$ cat src/rtl/bus_arbiter.sv
// Two-master round-robin bus arbiter with bounded lock hold; owner's strobes muxed onto the shared bus.
// Latency: a request seen in IDLE drives the bus the next cycle; handover between masters has no idle bubble.
// Backpressure: busWaitRequest stalls the owner; the non-owner sees waitRequest high until it is granted.
module bus_arbiter #(
    parameter int ADDR_WIDTH = 32,
    parameter int DATA_WIDTH = 32,
    parameter int LOCK_LIMIT = 16
) (
    input  logic                    clk,
    input  logic                    reset,

    input  logic [ADDR_WIDTH-1:0]   m0Address,
    input  logic                    m0Read,
    input  logic                    m0Write,
    input  logic [DATA_WIDTH-1:0]   m0WriteData,
    input  logic [DATA_WIDTH/8-1:0] m0ByteEnable,
    input  logic                    m0Lock,
    output logic [DATA_WIDTH-1:0]   m0ReadData,
    output logic                    m0WaitRequest,

    input  logic [ADDR_WIDTH-1:0]   m1Address,
    input  logic                    m1Read,
    input  logic                    m1Write,
    input  logic [DATA_WIDTH-1:0]   m1WriteData,
    input  logic [DATA_WIDTH/8-1:0] m1ByteEnable,
    input  logic                    m1Lock,
    output logic [DATA_WIDTH-1:0]   m1ReadData,
    output logic                    m1WaitRequest,

    output logic [ADDR_WIDTH-1:0]   busAddress,
    output logic                    busRead,
    output logic                    busWrite,
    output logic [DATA_WIDTH-1:0]   busWriteData,
    output logic [DATA_WIDTH/8-1:0] busByteEnable,
    input  logic [DATA_WIDTH-1:0]   busReadData,
    input  logic                    busWaitRequest,

    output logic [1:0]              grant
);

    localparam int              HOLD_W   = $clog2(LOCK_LIMIT);
    localparam logic [HOLD_W-1:0] HOLD_MAX = HOLD_W'(LOCK_LIMIT - 1);

    localparam logic [1:0] S_IDLE = 2'd0;
    localparam logic [1:0] S_OWN0 = 2'd1;
    localparam logic [1:0] S_OWN1 = 2'd2;

    logic [1:0]        r_state;
    logic              r_last_grant;
    logic [HOLD_W-1:0] r_hold_count;

    logic [1:0]        w_state_nxt;
    logic              w_last_nxt;
    logic [HOLD_W-1:0] w_hold_nxt;

    logic w_req0;
    logic w_req1;
    logic w_own0;
    logic w_own1;
    logic w_own_req;
    logic w_own_lock;
    logic w_oth_req;
    logic w_done;
    logic w_at_limit;
    logic w_limit_rel;
    logic w_release;

    assign w_req0 = m0Read | m0Write;
    assign w_req1 = m1Read | m1Write;
    assign w_own0 = (r_state == S_OWN0);
    assign w_own1 = (r_state == S_OWN1);

    // Owner-relative view so the release rule is written once for both masters.
    assign w_own_req  = w_own1 ? w_req1 : w_req0;
    assign w_own_lock = w_own1 ? m1Lock : m0Lock;
    assign w_oth_req  = w_own1 ? w_req0 : w_req1;

    assign w_done      = (w_own0 | w_own1) & w_own_req & ~busWaitRequest;
    assign w_at_limit  = (r_hold_count == HOLD_MAX);
    assign w_limit_rel = (w_done | ~w_own_req) & w_at_limit;
    assign w_release   = (w_done & ~w_own_lock) | (~w_own_req & ~w_own_lock) | w_limit_rel;

    always_comb begin
        w_state_nxt = r_state;
        w_last_nxt  = r_last_grant;
        w_hold_nxt  = r_hold_count;
        case (r_state)
            S_IDLE: begin
                w_hold_nxt = '0;
                if (w_req0 & w_req1) begin
                    w_state_nxt = r_last_grant ? S_OWN0 : S_OWN1;
                end else if (w_req0) begin
                    w_state_nxt = S_OWN0;
                end else if (w_req1) begin
                    w_state_nxt = S_OWN1;
                end
            end
            S_OWN0, S_OWN1: begin
                if (w_done) begin
                    w_last_nxt = w_own1;
                end
                if (w_release) begin
                    w_hold_nxt = '0;
                    if (w_oth_req) begin
                        w_state_nxt = w_own1 ? S_OWN0 : S_OWN1;
                    end else if (w_own_req & w_limit_rel) begin
                        w_state_nxt = r_state;
                    end else begin
                        w_state_nxt = S_IDLE;
                    end
                end else if (!w_at_limit) begin
                    w_hold_nxt = r_hold_count + 1'b1;
                end
            end
            default: begin
                w_state_nxt = S_IDLE;
                w_hold_nxt  = '0;
            end
        endcase
    end

    always_ff @(posedge clk) begin
        if (!reset) begin
            r_state      <= S_IDLE;
            r_last_grant <= 1'b1;
            r_hold_count <= '0;
        end else begin
            r_state      <= w_state_nxt;
            r_last_grant <= w_last_nxt;
            r_hold_count <= w_hold_nxt;
        end
    end

    always_comb begin
        busAddress    = '0;
        busRead       = 1'b0;
        busWrite      = 1'b0;
        busWriteData  = '0;
        busByteEnable = '0;
        if (w_own0) begin
            busAddress    = m0Address;
            busRead       = m0Read;
            busWrite      = m0Write;
            busWriteData  = m0WriteData;
            busByteEnable = m0ByteEnable;
        end else if (w_own1) begin
            busAddress    = m1Address;
            busRead       = m1Read;
            busWrite      = m1Write;
            busWriteData  = m1WriteData;
            busByteEnable = m1ByteEnable;
        end
    end

    assign m0WaitRequest = ~w_own0 | busWaitRequest;
    assign m1WaitRequest = ~w_own1 | busWaitRequest;
    assign m0ReadData    = busReadData;
    assign m1ReadData    = busReadData;
    assign grant         = {w_own1, w_own0};

endmodule

$ cat config.mk
export PLATFORM = sky130hd
export DESIGN_NAME = bus_arbiter
export DESIGN_NICKNAME = d
export VERILOG_FILES = /design/src/rtl/bus_arbiter.sv
export SDC_FILE = /design/constraint.sdc
export NUM_CORES = 1
export LEC_CHECK = 0
export CORE_AREA = 4 4 119 121
export DETAILED_ROUTE_END_ITERATION = 6
export DIE_AREA = 0 0 123 125
export GPL_TIMING_DRIVEN = 0
export RECOVER_POWER = 100
export SLEW_MARGIN = 10
export SYNTH_ARGS = -nofsm -noshare
export SYNTH_HDL_FRONTEND = slang
export SYNTH_SLANG_ARGS = --single-unit
$ cat constraint.sdc
create_clock -name clk -period 1.5 [get_ports clk]
set_input_delay 0.225 -clock clk [delete_from_list [all_inputs] [get_ports clk]]
set_output_delay 0.225 -clock clk [all_outputs]
set_load 0.005 [all_outputs]
==> run_results.csv <==
group,metric,value,unit
yosys,synthTopCellsByCount,"a22o_1, buf_4, clkbuf_1, buf_2, dfxtp_1",
grt,grtUsageTotal,14.4,%
layout,final_cells,705,
yosys,ys_warn_count,0,
place,dp_cells,672,
run_status,status,"finished with violations",
yosys,ys_ff_latch,7,
power_and_ir_drop,ir_drop,0.538,mV
place,dp_hpwl,10.7,mm
clocking,cts_max_level,1,
power_and_ir_drop,switching_power,1.64,mW
run_status,violations,"setup timing",
setup_path,crit_required,1.27,ns
sta,fin_skew,0.000214,ns
setup_path,crit_fanout,8,
grt,grt_max_degree,11,
place,pre_cts_ws,-0.782,ns
grt,grt_pass1_wl,17.4,mm
yosys,ys_seq_area_share,8.15,%
layout,area_growth,197,%
sta,finalMaxSlewViolations,0,
sta,fin_crit,1.97,ns
floorplanning,start_util,13.1,%
power_and_ir_drop,p_leak,2.33,nW
clocking,root_buffer,"clkbuf_16",
route,wl,12.5,mm
hold_path,hold_path_class,"flip-flop to flip-flop",
yosys,yosysTopAreaCellShare,35.6,%
floorplanning,ios,315,
yosys,synth_top_family_by_area,"compound AO/OA/AOI/OAI gates",
setup_path,path_common_cell,"buf_6",
setup_path,critPathTopFamily,"buffers and inverters",
setup_path,worst_path_max_delay_cell,"dfxtp_4",
floorplanning,die_h,125,um
layout,drive_gt1_share,39.1,%
power_and_ir_drop,p_int,3.00,mW
sta,rsz0062_at_grt,"yes",
route,drt_iter0_drc,70,
layout,fin_nets,712,
setup_path,cp_cell_sequence,"inv_4 -> ha_4 -> buf_6 -> nor2b_4 -> buf_12 -> buf_8 -> buf_6 -> a22o_1 -> buf_2",
yosys,synthTopCellsByArea,"a22o_1, buf_4, dfxtp_1",
power_and_ir_drop,power_frac_seq,6.3,%
clocking,cts.sinks,7,
power_and_ir_drop,cellPowerDensity,907,nW/um^2
power_and_ir_drop,swShare,35.4,%
yosys,synth_nets,396,
yosys,yosysMostFrequentCell,"a22o_1",
grt,grt_pass1_vias,2987,
sta,hold_violations,0,
sta,slew_headroom,76.2,%
sta,holdWs,0.518,ns
power_and_ir_drop,pwr-share-clk,9.7,%
yosys,synth_edf_count,0,
yosys,avgSynthCellArea,8.04,sq um
floorplanning,row_count,42,
sta,setup_slack,-0.467,ns
setup_path,cp_num_buf_inv,6,
layout,antennaDiodeCount,0,
yosys,synth_cell_types,31,
route,wl_per_cell,17.8,um
setup_path,end_kind,"primary output",
yosys,synth_xor_area_share,0.509,%
route,via_count,2818,
yosys,netlist_instances,214,
place,finalWeightedCongestion,0.795,
sta,fin_crit_sh,131,%
setup_path,cpPeakStageDelay,0.38,ns
route,firstDrtPassIters,4,
floorplanning,core,13100,sq um
route,vias_per_cell,4.00,
yosys,syn_area,1720,sq um
sta,setup_viol_count_final,79,
setup_path,crit_path_start_kind,"flip-flop",
sta,max_slew.worst_pin.slew,0.354,ns
yosys,synth_top_area_cell,"a22o_1",
job,drv_cap,0,
grt,antenna_found_initial,0,
clocking,cts_tree,"done",
yosys,synth-adder-area-share,3.64,%
sta,fmaxAchievable,509,MHz
route,ant_nets,0,
grt,grt-ovfl-total,0,
floorplanning,die_w,123,um
route,drc_errors,0,
floorplanning,die_area,15400,sq um
power_and_ir_drop,combPwrFrac,83.9,%
yosys,synth_ff_type,"dfxtp_1",
clocking,cts-buffers-inserted,3,
yosys,async_flop_share,0,%
place,port_buffers,282,
yosys,synth-compound-area-share,42.3,%
setup_path,reg2reg_slack,-0.32,ns
clocking,clock_path_buffers,2,
clocking,clk_pin_slew_worst_paths,0.04,ns
yosys,muxShareOfSynthArea,3.20,%
setup_path,cp.arrival,1.74,ns
setup_path,timing_worst_setup_path_type,"flip-flop to primary output",
clocking,clkLatencyLatePin,0.23,ns
yosys,synth-simple-area-share,7.85,%
==> cell families after synthesis <==
| family | count (synthesis) |
|---|---|
| compound gates | 84 |
| simple gates | 25 |
| flops | 7 |
| mux | 5 |
| xor+xnor | 1 |
| fa+ha+maj | 5 |
| buf+inv | 87 |
==> cell type report <==
| cell class | instances | area, sq um |
|---|---|---|
| Inverter | 4 | 20.0 |
| Fill cell | 1332 | 7970 |
| Multi-Input combinational cell | 120 | 1070 |
| Buffer | 80 | 709 |
| Clock buffer | 4 | 78.8 |
| Timing Repair Buffer | 314 | 2870 |
| Tap cell | 176 | 220 |
| Sequential cell | 7 | 148 |
==> repair_timing <==
action	CTS	global route
hold buffers	0	0
buffers inserted	19	8
resized for setup	341	24
pin swaps	16	14
setup endpoints to repair	81	81
cloned	4	2
==> tightest hold or removal path, cell delays in order (launching register included) <==
cell and delay [ns]:
dfxtp_1 0.35, mux2i_1 0.08, nand2_1 0.05
==> stage by stage <==
step | total power [mW] | utilization, % | area (sq um) | TNS [ns]
2_1_floorplan | 1.75 | - | 1790 | -1.55
3_3_place_gp | 3.81 | 36.9 | 4830 | -50.05
3_5_place_dp | 3.84 | 36.9 | 4830 | -51.65
4_1_cts | 4.51 | 38.3 | 5010 | -32.41
5_1_grt | 4.95 | 39.1 | 5110 | -32.65
6_report | 4.64 | 39.1 | 5110 | -28.74
==> layout by cell type, fill, tap and decap left out, types with 2 or more instances in the layout <==
cell	n
clkdlybuf4s50_1	144
buf_4	77
a22o_1	70
buf_2	69
dlygate4sd3_1	64
buf_8	13
buf_6	12
clkbuf_16	6
nor2_1	6
dfxtp_1	5
buf_12	5
nand2_1	4
mux2i_1	4
ha_4	3
clkbuf_8	2
inv_4	2
inv_1	2
nand2_2	2
a211oi_2	2
nor3_1	2
nor3b_1	2
nand2b_1	2
ha_1	2
clkbuf_2	2
dfxtp_4	2
==> final timing paths <==
check	from	endpoint	depth (start not counted)
hold reg to reg	r_last_grant	r_last_grant	2
hold / removal	r_last_grant	r_last_grant	2
setup reg to reg	r_state[0]	r_state[1]	8
setup / recovery	r_state[0]	busAddress[11]	9
==> layer usage <==
| metal | track usage, % | share of wire (%) | vias up |
|---|---|---|---|
| met4 | 2.35 | 1.3 | 0 |
| li1 | - | - | 1367 |
| met1 | 15.8 | 36 | 1297 |
| met5 | 0 | 0 | - |
| met2 | 28.9 | 54 | 144 |
| met3 | 2.26 | 7.8 | 10 |
==> state kept, by name, indices dropped and copies added (netlist names) <==
name	count
r_hold_count	4
r_state	2
r_last_grant	1
==> power by group through the flow <==
stage | Sequential (mW) | Clock (mW) | Combinational (mW)
floorplan | 0.270 | 0 | 1.48
global placement | 0.275 | 0 | 3.54
detailed placement | 0.281 | 0 | 3.56
CTS | 0.278 | 0.458 | 3.78
global route | 0.300 | 0.468 | 4.18
finish | 0.294 | 0.452 | 3.89
Power figures use the tool's default switching activity.
